File: config.mk
export PLATFORM = sky130hd
export DESIGN_NAME = hni_txchan_flat
export DESIGN_NICKNAME = d
export VERILOG_FILES = /design/src/rtl/hni_txchan_if.sv /design/src/rtl/hni_txchan.sv /design/src/flat_wrapper.sv
export SDC_FILE = /design/constraint.sdc
export NUM_CORES = 2
export LEC_CHECK = 0
export CAP_MARGIN = 15
export CORE_MARGIN = 2
export CORE_UTILIZATION = 25
export CTS_CLUSTER_SIZE = 28
export DETAILED_ROUTE_END_ITERATION = 8
export GPL_ROUTABILITY_DRIVEN = 0
export GPL_TIMING_DRIVEN = 0
export PLACE_DENSITY = 0.54
export SYNTH_ARGS = -nofsm -noshare
export SYNTH_HDL_FRONTEND = slang
export SYNTH_SLANG_ARGS = --single-unit
File: constraint.sdc
create_clock -name clk -period 17.5 [get_ports clk]
set_input_delay 5.25 -clock clk [delete_from_list [all_inputs] [get_ports clk]]
set_output_delay 5.25 -clock clk [all_outputs]
set_load 0.05 [all_outputs]
File: src/rtl/hni_txchan_if.sv
// hni_txchan_if: source-side and link-side flit signals of one CHI TX channel.
//
// Handshake semantics:
//   Source side  - a flit transfers on a rising clk edge where src_valid and
//                  src_ready are both 1. src_ready depends only on channel
//                  state (never on src_valid), so src_valid may be held
//                  high while src_ready is 0.
//   Link side    - txflitv/txflit are registered; there is no backpressure.
//                  The link paces flits with L-credits: txlcrdv high for one
//                  cycle grants one credit. txflitpend is the early warning
//                  that a flit may appear on the next cycle.
//
// Modports:
//   master : environment view (drives source flits and credit grants)
//   slave  : channel view (hni_txchan)
interface hni_txchan_if #(
  parameter int FLIT_WIDTH = 392
);
  logic                  src_valid;
  logic [FLIT_WIDTH-1:0] src_flit;
  logic                  src_ready;
  logic                  txlcrdv;
  logic                  txflitv;
  logic [FLIT_WIDTH-1:0] txflit;
  logic                  txflitpend;

  modport master (
    output src_valid, src_flit, txlcrdv,
    input  src_ready, txflitv, txflit, txflitpend
  );

  modport slave (
    input  src_valid, src_flit, txlcrdv,
    output src_ready, txflitv, txflit, txflitpend
  );
endinterface

File: src/rtl/hni_txchan.sv
// hni_txchan: CHI-E link-layer TX channel with staging FIFO, saturating
// L-credit accounting and the TX deactivation sequence (drain pending flits,
// then return every held credit as an all-zero LCrdReturn flit).
//
// Ports:
//   clk, rst        clock; asynchronous active-high reset
//   link_run        link is in RUN (from hni_link)
//   link_deact_req  level request to deactivate TX
//   bus             hni_txchan_if.slave: src_valid/src_flit/src_ready,
//                   txlcrdv, txflitv/txflit (registered), txflitpend (comb)
//   crd_cnt         credits currently held
//   crd_ret_done    one-cycle pulse in the first IDLE cycle after returning
//   crd_ovf_err     sticky: a credit arrived while already at MAX_CRD
//   state_o         debug view of the channel FSM (0 IDLE,1 RUN,2 DRAIN,3 RETURN)
module hni_txchan #(
  parameter  int FLIT_WIDTH = 392,
  parameter  int MAX_CRD    = 15,
  parameter  int FIFO_DEPTH = 4,
  localparam int CW         = $clog2(MAX_CRD + 1),
  localparam int AW         = $clog2(FIFO_DEPTH)
) (
  input  logic          clk,
  input  logic          rst,
  input  logic          link_run,
  input  logic          link_deact_req,
  hni_txchan_if.slave   bus,
  output logic [CW-1:0] crd_cnt,
  output logic          crd_ret_done,
  output logic          crd_ovf_err,
  output logic [1:0]    state_o
);

  typedef enum logic [1:0] {
    ST_IDLE   = 2'd0,
    ST_RUN    = 2'd1,
    ST_DRAIN  = 2'd2,
    ST_RETURN = 2'd3
  } state_e;

  state_e                state_q, state_d;
  logic [AW:0]           wr_ptr_q, rd_ptr_q;
  logic [FLIT_WIDTH-1:0] mem_q [FIFO_DEPTH];
  logic [CW-1:0]         crd_cnt_q, crd_cnt_d;
  logic                  ovf_q, ovf_d;
  logic                  txflitv_q;
  logic [FLIT_WIDTH-1:0] txflit_q, txflit_d;
  logic                  done_q, done_d;

  logic fifo_empty, fifo_full, cr_av, push, pop, ret_send, send;

  // Extra pointer MSB distinguishes full from empty when the indices match.
  assign fifo_empty = (wr_ptr_q == rd_ptr_q);
  assign fifo_full  = (wr_ptr_q[AW] != rd_ptr_q[AW]) &&
                      (wr_ptr_q[AW-1:0] == rd_ptr_q[AW-1:0]);

  // A grant arriving this cycle may be spent in the same cycle.
  assign cr_av    = (crd_cnt_q != '0) | bus.txlcrdv;

  assign bus.src_ready = (state_q == ST_RUN) && !fifo_full;
  assign push     = bus.src_valid && bus.src_ready;
  assign pop      = ((state_q == ST_RUN) || (state_q == ST_DRAIN)) && !fifo_empty && cr_av;
  assign ret_send = (state_q == ST_RETURN) && cr_av;
  assign send     = pop | ret_send;

  assign txflit_d = pop ? mem_q[rd_ptr_q[AW-1:0]] : '0;

  assign bus.txflitpend = !fifo_empty || push || ret_send;
  assign bus.txflitv    = txflitv_q;
  assign bus.txflit     = txflit_q;
  assign crd_cnt        = crd_cnt_q;
  assign crd_ovf_err    = ovf_q;
  assign crd_ret_done   = done_q;
  assign state_o        = state_q;

  // Credit counter: a grant and a send in the same cycle cancel out, so
  // saturation only matters for an unmatched grant.
  always_comb begin
    crd_cnt_d = crd_cnt_q;
    ovf_d     = ovf_q;
    if (bus.txlcrdv && !send) begin
      if (crd_cnt_q == CW'(MAX_CRD)) ovf_d = 1'b1;
      else                          crd_cnt_d = crd_cnt_q + CW'(1);
    end else if (!bus.txlcrdv && send) begin
      crd_cnt_d = crd_cnt_q - CW'(1);
    end
  end

  always_comb begin
    state_d = state_q;
    done_d  = 1'b0;
    case (state_q)
      ST_IDLE:   if (link_run && !link_deact_req) state_d = ST_RUN;
      ST_RUN:    if (link_deact_req) state_d = ST_DRAIN;
      // Once deactivation starts it always runs to IDLE, even if the
      // request is withdrawn.
      ST_DRAIN:  if (fifo_empty) state_d = ST_RETURN;
      ST_RETURN: begin
        if ((crd_cnt_q == '0) && !bus.txlcrdv) begin
          state_d = ST_IDLE;
          done_d  = 1'b1;
        end
      end
      default:   state_d = ST_IDLE;
    endcase
  end

  always_ff @(posedge clk or posedge rst) begin
    if (rst) begin
      state_q   <= ST_IDLE;
      wr_ptr_q  <= '0;
      rd_ptr_q  <= '0;
      crd_cnt_q <= '0;
      ovf_q     <= 1'b0;
      txflitv_q <= 1'b0;
      txflit_q  <= '0;
      done_q    <= 1'b0;
    end else begin
      state_q   <= state_d;
      crd_cnt_q <= crd_cnt_d;
      ovf_q     <= ovf_d;
      txflitv_q <= send;
      txflit_q  <= txflit_d;
      done_q    <= done_d;
      if (push) wr_ptr_q <= wr_ptr_q + (AW+1)'(1);
      if (pop)  rd_ptr_q <= rd_ptr_q + (AW+1)'(1);
    end
  end

  // Storage needs no reset: entries are only read after being written.
  always_ff @(posedge clk) begin
    if (push) mem_q[wr_ptr_q[AW-1:0]] <= bus.src_flit;
  end

endmodule
File: src/flat_wrapper.sv
// flat-port wrapper written by rule: the top's interface ports become plain ports
module hni_txchan_flat 
#(
  parameter  int FLIT_WIDTH = 392,
  parameter  int MAX_CRD    = 15,
  parameter  int FIFO_DEPTH = 4,
  localparam int CW         = $clog2(MAX_CRD + 1),
  localparam int AW         = $clog2(FIFO_DEPTH)
)
  (clk, rst, link_run, link_deact_req, crd_cnt, crd_ret_done, crd_ovf_err, state_o, bus_src_valid, bus_src_flit, bus_txlcrdv, bus_src_ready, bus_txflitv, bus_txflit, bus_txflitpend);
  hni_txchan_if #(.FLIT_WIDTH(FLIT_WIDTH)) bus_i ();
  input  logic clk;
  input  logic rst;
  input  logic link_run;
  input  logic link_deact_req;
  output logic [CW-1:0] crd_cnt;
  output logic crd_ret_done;
  output logic crd_ovf_err;
  output logic [1:0] state_o;
  input wire logic [$bits(bus_i.src_valid)-1:0] bus_src_valid;
  input wire logic [$bits(bus_i.src_flit)-1:0] bus_src_flit;
  input wire logic [$bits(bus_i.txlcrdv)-1:0] bus_txlcrdv;
  output wire logic [$bits(bus_i.src_ready)-1:0] bus_src_ready;
  output wire logic [$bits(bus_i.txflitv)-1:0] bus_txflitv;
  output wire logic [$bits(bus_i.txflit)-1:0] bus_txflit;
  output wire logic [$bits(bus_i.txflitpend)-1:0] bus_txflitpend;
  assign bus_i.src_valid = bus_src_valid;
  assign bus_i.src_flit = bus_src_flit;
  assign bus_i.txlcrdv = bus_txlcrdv;
  assign bus_src_ready = bus_i.src_ready;
  assign bus_txflitv = bus_i.txflitv;
  assign bus_txflit = bus_i.txflit;
  assign bus_txflitpend = bus_i.txflitpend;
  hni_txchan #(.FLIT_WIDTH(FLIT_WIDTH), .MAX_CRD(MAX_CRD), .FIFO_DEPTH(FIFO_DEPTH)) u_core (.clk(clk), .rst(rst), .link_run(link_run), .link_deact_req(link_deact_req), .bus(bus_i), .crd_cnt(crd_cnt), .crd_ret_done(crd_ret_done), .crd_ovf_err(crd_ovf_err), .state_o(state_o));
endmodule
==> out/results.ini <==
[clock_tree]
clockBufferDepth=4
cts_hold_buffers=0
clkSlewWorstSetupHoldPaths_ns=0.06
cts_resized=0
htree_num_levels=4
post_cts_buffers=0
cts_root_buf=clkbuf_16
cts.sink_count=1975
cts_tree=built
numCtsBuffers=215
insertion_delay_ns=0.86

[drt]
dr.pass1.iters=7
drtAntennaViolNets=0
avgViaCountPerCell=4.13
drc=0
totalWireLength_mm=187
routedWlPerCell_um=23.6
initialDrtViolationCount=2061
vias=32900

[pwr]
ir_drop_v=0.000106
p_per_area_mw_per_mm2=176
leakagePower_nw=30.8
p_total_mw=16.0

[logic_synthesis]
synth_area_sq_mm=0.0700
yosys_warnings=0
ys_types=37
yosysTopAreaCell=edfxtp_1
syn_area_per_cell_sq_um=23.6
synth_area_leaders=edfxtp_1, dfrtp_1, mux4_2
yosysSeqAreaShare_pct=81.8
syn-num-nets=3375
yosys.area.top_type_share_pct=67.2
synth_seq_cells=1975
synthCells=2965

[grt]
grt_overflow=0
grt_pass1_vias=35000
grt_max_degree=89
grt_use_total_pct=12.9
grt_pass1_wl_mm=263
antenna_found_initial=73

[setup_path]
path_cells=clkdlybuf4s50_1 > nor2_1 > nand2_1 > a211o_1 > clkdlybuf4s50_1
crit_fanout=5
slowest_stage=clkdlybuf4s50_1
cp.required_ns=12.25
worstSetupEndpointType=output port
critPathLaunchType=input port
slowest_delay_ns=0.76
crit_path_frequent_cell=clkdlybuf4s50_1
critPathKind=in -> out
arrival_ns=7.61

[place]
dp_hpwl_mm=125
place_area_sq_mm=0.0838
pre_cts_ws_ns=4.39
post-place-cells=7531
numPortBuffers=800

[timing]
min_period_over_period_pct=73.5
worstMarginPinSlew_ns=0.912
fin_worst_skew_ns=0.0425
setup_violations=0
slew_headroom_pct=39.2
min_period_ns=12.86
fmax_mhz=77.8
finalHoldViolCount=0
hold_ws_ns=0.479
setup_tns_ns=0
maxSlewViolCount=0
layout_setup_ws_ns=4.64
rsz0062_at_grt=false

[floorplan]
die_h_um=533
io_pins=801
rows=194
dieArea_sq_mm=0.284
initial_core_util_pct=25.1
core_area_sq_mm=0.279
dieWidth_um=533

[finish]
final_nets=4435
drive_gt1_share_pct=20.8
nFillCells=26400
area_growth_pct=30.3
postLayoutCoreUtil_pct=32.7
mostFrequentLayoutCells=edfxtp_1, clkdlybuf4s50_1, dfrtp_1, and2_1, mux4_2
final_cell_count_no_fill=7954
design_area_sq_mm=0.0913
final_common_cell=edfxtp_1

[hold_path]
min_path_type=reg -> reg

[run_status]
status=finished clean

[job]
maxCapViolations=0

## path summary, 6_finish.rpt
check | to | startpoint | cells after the start | slack [ns]
min reg2reg | u_core.crd_ovf_err | u_core.crd_ovf_err | 1 | 0.48
min in group asynchronous | u_core.bus.txflit[86] | rst | 2 | 4.76
max reg2reg | u_core.mem_q[2][106] | u_core.rd_ptr_q[1] | 10 | 13.74
min | u_core.crd_ovf_err | u_core.crd_ovf_err | 1 | 0.48
max in group asynchronous | u_core.bus.txflit[152] | rst | 5 | 11.06
max | bus_txflitpend | bus_txlcrdv | 5 | 4.64
## sequential cells by signal, summed over array words and instances (netlist names)
register             count
u_core.mem_q          1568
u_core.bus.txflit      392
u_core.crd_cnt           4
u_core.rd_ptr_q          3
u_core.wr_ptr_q          3
u_core.state_o           2
u_core.bus.txflitv       1
u_core.crd_ovf_err       1
u_core.crd_ret_done      1
## metal layers
layer | GRT usage [%] | up-vias | wire length [um]
li1 | - | 14000 | -
met1 | 15.8 | 17400 | 74700
met3 | 5.21 | 368 | 17900
met2 | 20.9 | 1017 | 89700
met5 | 0 | - | 537
met4 | 3.41 | 84 | 4680
## report_power, final
group | total, mW | internal [mW] | switching, mW
sequential | 5.98 | 5.79 | 0.186
clock | 4.64 | 2.75 | 1.89
combinational | 5.41 | 2.17 | 3.24
## layout make-up
cell class | count | area [sq um] | share of cell area [%]
timing repair buffer | 843 | 9150 | 10.0
sequential | 1975 | 57300 | 62.8
multi-input combinational | 848 | 11800 | 13.0
inverter | 9 | 41.3 | 0.0452
tap | 3724 | 4660 | 5.11
antenna | 21 | 52.6 | 0.0576
clock inverter | 109 | 1380 | 1.51
buffer | 133 | 881 | 0.965
clock buffer | 292 | 5970 | 6.54
## cells by family after synthesis
kind of cell	share of synthesized area, %
AO/OA/AOI/OAI	0.166
XOR/XNOR	0.159
adder cells (fa/ha/maj)	0.225
multiplexers	12.7
flip-flops	81.8
AND/OR/NAND/NOR	3.68
buffers and inverters	1.31
## cell usage after synthesis (all sizes together)
library cell,number
xor2,3
a22o,1
nor3,1
nor2,3
inv,9
o21bai,1
mux4,392
edfxtp,1568
xnor2,8
and3,1
a31oi,1
dfrtp,407
a41o,1
mux2,2
buf,92
a21o,1
o32a,1
ha,11
o21ai,2
fa,1
and2,398
a221oi,1
a211o,1
a21oi,3
nand3,2
mux2i,1
nand2,10
nand4,1
clkbuf,41
o32ai,1
## worst max-delay path, delay by kind of cell
kind | cells | cell delay, ns
buffers and inverters | 2 | 1.24
and+or+nand+nor | 2 | 0.75
AOI/OAI and AO/OA | 1 | 0.35
(Power assumes the default switching activity.)
